<file path="src/rtl/arm_instr_encoder.sv">
// Turns calculator requests into a burst of ARM machine words (MOV a, MOV b, ALU op, optional STR),
// streamed over a valid/ready handshake toward the processor's instruction-injection port.
module arm_instr_encoder #(
   parameter int ADDR_W = 8
) (
   input  logic              clk,
   input  logic              reset_n,
   input  logic              req_valid,
   output logic              req_ready,
   input  logic [1:0]        req_op,
   input  logic [7:0]        req_a,
   input  logic [7:0]        req_b,
   input  logic              req_store,
   input  logic [ADDR_W-1:0] req_addr,
   output logic [31:0]       instr,
   output logic              instr_valid,
   input  logic              instr_ready,
   output logic              done,
   output logic [7:0]        req_count
);

   typedef enum logic [2:0] {IDLE, MOVA, MOVB, ALU, STR} state_t;

   state_t            state_q, state_d;
   logic [1:0]        op_q, op_d;
   logic [7:0]        a_q, a_d, b_q, b_d;
   logic              store_q, store_d;
   logic [ADDR_W-1:0] addr_q, addr_d;
   logic [31:0]       instr_q, instr_d;
   logic              valid_q, valid_d;
   logic              ready_q, ready_d;
   logic              done_q, done_d;
   logic [7:0]        count_q, count_d;
   logic              xfer, last;

   function automatic logic [31:0] encode(state_t s, logic [1:0] op, logic [7:0] a,
                                          logic [7:0] b, logic [ADDR_W-1:0] addr);
      logic [3:0] cmd;
      logic [11:0] off;
      cmd = 4'b0100;
      case (op)
         2'b00:   cmd = 4'b0100;
         2'b01:   cmd = 4'b0010;
         2'b10:   cmd = 4'b0000;
         default: cmd = 4'b1100;
      endcase
      off = 12'(addr);
      case (s)
         MOVA:    encode = 32'hE3A01000 | {24'h0, a};
         MOVB:    encode = 32'hE3A02000 | {24'h0, b};
         // {cond, 00, I=0, cmd, S=0, Rn=R1, Rd=R3, shift=0, Rm=R2}
         ALU:     encode = {4'hE, 2'b00, 1'b0, cmd, 1'b0, 4'd1, 4'd3, 8'h00, 4'd2};
         STR:     encode = 32'hE5803000 | {20'h0, off};
         default: encode = 32'h0;
      endcase
   endfunction

   always_comb begin
      state_d = state_q;
      op_d    = op_q;
      a_d     = a_q;
      b_d     = b_q;
      store_d = store_q;
      addr_d  = addr_q;
      xfer    = valid_q & instr_ready;
      last    = 1'b0;
      case (state_q)
         IDLE: if (req_valid) begin
            state_d = MOVA;
            op_d    = req_op;
            a_d     = req_a;
            b_d     = req_b;
            store_d = req_store;
            addr_d  = req_addr;
         end
         MOVA: if (xfer) state_d = MOVB;
         MOVB: if (xfer) state_d = ALU;
         ALU: if (xfer) begin
            state_d = store_q ? STR : IDLE;
            last    = ~store_q;
         end
         STR: if (xfer) begin
            state_d = IDLE;
            last    = 1'b1;
         end
         default: state_d = IDLE;
      endcase
      valid_d = (state_d != IDLE);
      ready_d = (state_d == IDLE);
      done_d  = last;
      count_d = count_q + {7'd0, last};
      // outputs are registered, so encode from the state being entered
      instr_d = encode(state_d, op_d, a_d, b_d, addr_d);
   end

   always_ff @(posedge clk or negedge reset_n) begin
      if (!reset_n) begin
         state_q <= IDLE;
         op_q    <= 2'b00;
         a_q     <= 8'h00;
         b_q     <= 8'h00;
         store_q <= 1'b0;
         addr_q  <= '0;
         instr_q <= 32'h0;
         valid_q <= 1'b0;
         ready_q <= 1'b1;
         done_q  <= 1'b0;
         count_q <= 8'h00;
      end else begin
         state_q <= state_d;
         op_q    <= op_d;
         a_q     <= a_d;
         b_q     <= b_d;
         store_q <= store_d;
         addr_q  <= addr_d;
         instr_q <= instr_d;
         valid_q <= valid_d;
         ready_q <= ready_d;
         done_q  <= done_d;
         count_q <= count_d;
      end
   end

   assign req_ready   = ready_q;
   assign instr       = instr_q;
   assign instr_valid = valid_q;
   assign done        = done_q;
   assign req_count   = count_q;

endmodule

</file>
<file path="config.mk">
export PLATFORM = sky130hd
export DESIGN_NAME = arm_instr_encoder
export DESIGN_NICKNAME = d
export VERILOG_FILES = /design/src/rtl/arm_instr_encoder.sv
export SDC_FILE = /design/constraint.sdc
export NUM_CORES = 1
export LEC_CHECK = 0
export CORE_MARGIN = 2
export CORE_UTILIZATION = 30
export CTS_BUF_LIST = sky130_fd_sc_hd__clkbuf_8 sky130_fd_sc_hd__clkbuf_16
export DETAILED_ROUTE_END_ITERATION = 8
export GPL_TIMING_DRIVEN = 0
export HOLD_SLACK_MARGIN = 0.15
export PLACE_DENSITY = 0.54
export SYNTH_ARGS = -nofsm -noshare
export SYNTH_HDL_FRONTEND = slang
export SYNTH_SLANG_ARGS = --single-unit
</file>
<file path="constraint.sdc">
create_clock -name clk -period 3 [get_ports clk]
set_input_delay 0.75 -clock clk [delete_from_list [all_inputs] [get_ports clk]]
set_output_delay 0.75 -clock clk [all_outputs]
set_load 0.01 [all_outputs]
</file>
==> flow_summary_export.csv <==
group,metric,value,unit
critical_path,crit_type,"input port to flop",
timing,fin_crit_sh,0.866,
logic_synthesis,synth.distinct_cells,40,
critical_path,cp.arrival,2.78,ns
critical_path,r2r_cells,8,
layout,num-fill-cells,782,
logic_synthesis,yosysSeqAreaShare,0.591,
global_route,grt_pass1_wl,7740,um
clocking,clock-sinks,58,
timing,period_needed,2.60,ns
timing,drv_slew,0,
detailed_routing,vias,1573,
flow_run,maxCapViolCount,0,
global_route,grt_pass1_vias,1541,
global_route,overflow,0,
detailed_routing,drc,0,
detailed_routing,first_iter_violations,84,
timing,skew,0.00759,ns
critical_path,worstPathMaxFanout,10,
timing,relSlewSlack,0.523,
placed_design,dp_slack,-0.275,ns
logic_synthesis,async_flop_share,1.00,
detailed_routing,routed_wl,4810,um
die,initial_core_util,0.304,
die,core_area,8090,um2
status,outcome,"completed",
layout,area_growth,40.6,%
power,power_density,958,nW/um2
layout,nNetsFinal,301,
critical_path,reg2reg_setup_slack,0.81,ns
critical_path,reg2reg_to,"req_count[6]",
timing,worst_pin_slew,0.713,ns
logic_synthesis,synth-seq-cells,58,
timing,hold_ws,0.450,ns
detailed_routing,antenna_left,0,
placed_design,gp_congestion,0.741,
min_path,min_path_type,"input port to async pin",
clocking,htree_levels,3,
power,p_leak,1.59,nW
clocking,cts_buffer_depth,2,
die,fp.dieW,94.6,um
global_route,grt_max_degree,31,
critical_path,critPathLaunchType,"input port",
clocking,clk_latency,0.33,ns
global_route,grtUsageTotal,0.118,
timing,fmax,0.385,GHz
die,num_rows,33,
die,io_pins,74,
timing,report.final.hold_viol_count,0,
clocking,cts_hold_buf,0,
clocking,cts_made_buffers,9,
placed_design,place_hpwl,3500,um
timing,setup_viol,0,
logic_synthesis,synth_ff_type,"dfrtp_1",
logic_synthesis,synth_cells,180,
power,ir_drop,0.000251,V
critical_path,worstPathRequired,3.18,ns
logic_synthesis,synth_edf_count,0,
logic_synthesis,yosys_warnings,0,
critical_path,cpMaxStageDelayCell,"clkdlybuf4s50_1",
critical_path,slowest_delay,0.54,ns
detailed_routing,dr.pass1.iters,4,
clocking,cts_tree,"done",
die,die_h,94.6,um
clocking,postCtsResizedCells,0,
timing,rsz0062_at_grt,"no",
critical_path,cp_cell_sequence,"clkdlybuf4s50_1, nor4b_4, buf_6, mux2_2, ha_1, nor2_1, o21ai_0",
detailed_routing,viasPerCell,4.19,
clocking,cts_root_buf,"clkbuf_8",
die,dieArea,8940,um2
logic_synthesis,netlist_area,2460,um2
layout,diodes,0,
clocking,clk_pin_slew,0.06,ns
global_route,antenna_found_initial,0,
logic_synthesis,avgSynthCellArea,13.7,um2
critical_path,rr_startpoint,"state_q[0]",
detailed_routing,wl_per_cell,12.8,um
critical_path,crit_path_end_kind,"flop",
timing,fin_ws,0.403,ns
layout,drive_above_1_share,0.259,
placed_design,io_buffers,61,
## where the power goes
| part | switching, mW | internal, mW |
|---|---|---|
| combinational | 0.598 | 0.794 |
| clock | 0.285 | 0.392 |
| sequential | 0.115 | 1.13 |
## what timing repair did
item,4_1_cts,5_1_grt
endpoints found under the setup margin,0,1
endpoints found under the hold margin,0,0
buffers inserted,0,2
## kinds of logic (layout without fill, tap and decap cells)
kind of cell,after synthesis,in the layout,share of synthesized area
flops,58,58,0.591
simple gates,38,38,0.0966
mux,28,28,0.130
buf+inv,25,104,0.0722
compound gates,20,20,0.0671
xor+xnor,6,6,0.0214
fa+ha+maj,4,4,0.0203
other cells,1,12,0.00152
## metal layers
layer	vias up	part of all wire	global-route usage
li1	776	-	-
met1	740	0.45	0.153
met2	49	0.47	0.175
met3	8	0.071	0.0471
met4	0	0.018	0.0507
met5	-	0	0
## critical path, delay by kind of cell
family	cells	cell delay, ns
AND/OR/NAND/NOR	2	0.46
multiplexers	1	0.38
AO/OA/AOI/OAI	1	0.11
buffers and inverters	2	0.76
adder cells (fa/ha/maj)	1	0.31
## area by class of cell
type	instances	area, um2	share of cell area
timing repair buffer	64	641	0.185
clock buffer	10	138	0.0398
sequential	58	1450	0.420
buffer	20	159	0.0459
inverter	5	18.8	0.00543
multi-input combinational	108	871	0.252
tap	105	131	0.0380
clock inverter	5	47.5	0.0137
## layout by cell type, fill, tap and decap left out, drive strengths merged, types with 4 or more instances in the layout
cell type | netlist | layout
inv | 4 | 6
clkdlybuf4s50 | 0 | 60
clkbuf | 0 | 10
dfrtp | 57 | 57
ha | 4 | 4
and2b | 7 | 7
o21ai | 5 | 5
conb | 1 | 12
mux2 | 26 | 26
nor2 | 7 | 7
buf | 20 | 24
nand3 | 4 | 4
xnor2 | 4 | 4
a221o | 8 | 8
nand2 | 4 | 4
## sequential cells by signal (all words and copies together) (netlist names)
register and flops:
instr_valid 1, a_q 8, state_q 3, req_count 8, op_q 2, done 1
req_ready 1, b_q 8, store_q 1, instr 17, addr_q 8
## worst max-delay path by stage
stage	from	endpoint	slack (ns)	cells after the start
2_1_floorplan	req_valid	instr[23]	0.69	6
3_3_place_gp	reset_n	instr[7]	-0.72	1
3_5_place_dp	req_valid	instr[23]	-0.27	7
4_1_cts	req_valid	instr[23]	0.07	7
5_1_grt	req_valid	instr[23]	0.32	7
6_report	req_valid	instr[23]	0.40	7
## synth_stat cells, types with 2 or more instances
master | count | area (um2)
a221o_1 | 6 | 60.1
a221o_2 | 2 | 22.5
and2_1 | 2 | 12.5
and2b_1 | 7 | 52.6
buf_4 | 16 | 120
buf_6 | 3 | 33.8
dfrtp_1 | 57 | 1430
ha_1 | 4 | 50.1
inv_1 | 4 | 15.0
mux2_2 | 24 | 270
mux2_4 | 2 | 30.0
mux2i_1 | 2 | 20.0
nand2_1 | 4 | 15.0
nand3_1 | 4 | 20.0
nor2_1 | 7 | 26.3
nor2b_1 | 3 | 18.8
o21ai_0 | 5 | 25.0
or2_2 | 2 | 12.5
xnor2_1 | 4 | 35.0
xor2_1 | 2 | 17.5
## through the flow
stage	util	cells	area (um2)	setup TNS (ns)	total power, mW
final	0.427	375	3460	0	3.31
after global routing	0.427	375	3460	0	3.57
after CTS	0.425	373	3440	0	3.36
after detailed placement	0.403	358	3260	-0.883	2.67
after global placement	0.401	357	3240	-41.49	2.64
after floorplan	-	191	2500	0	2.11
No activity file was read; power rests on OpenSTA's default activity.
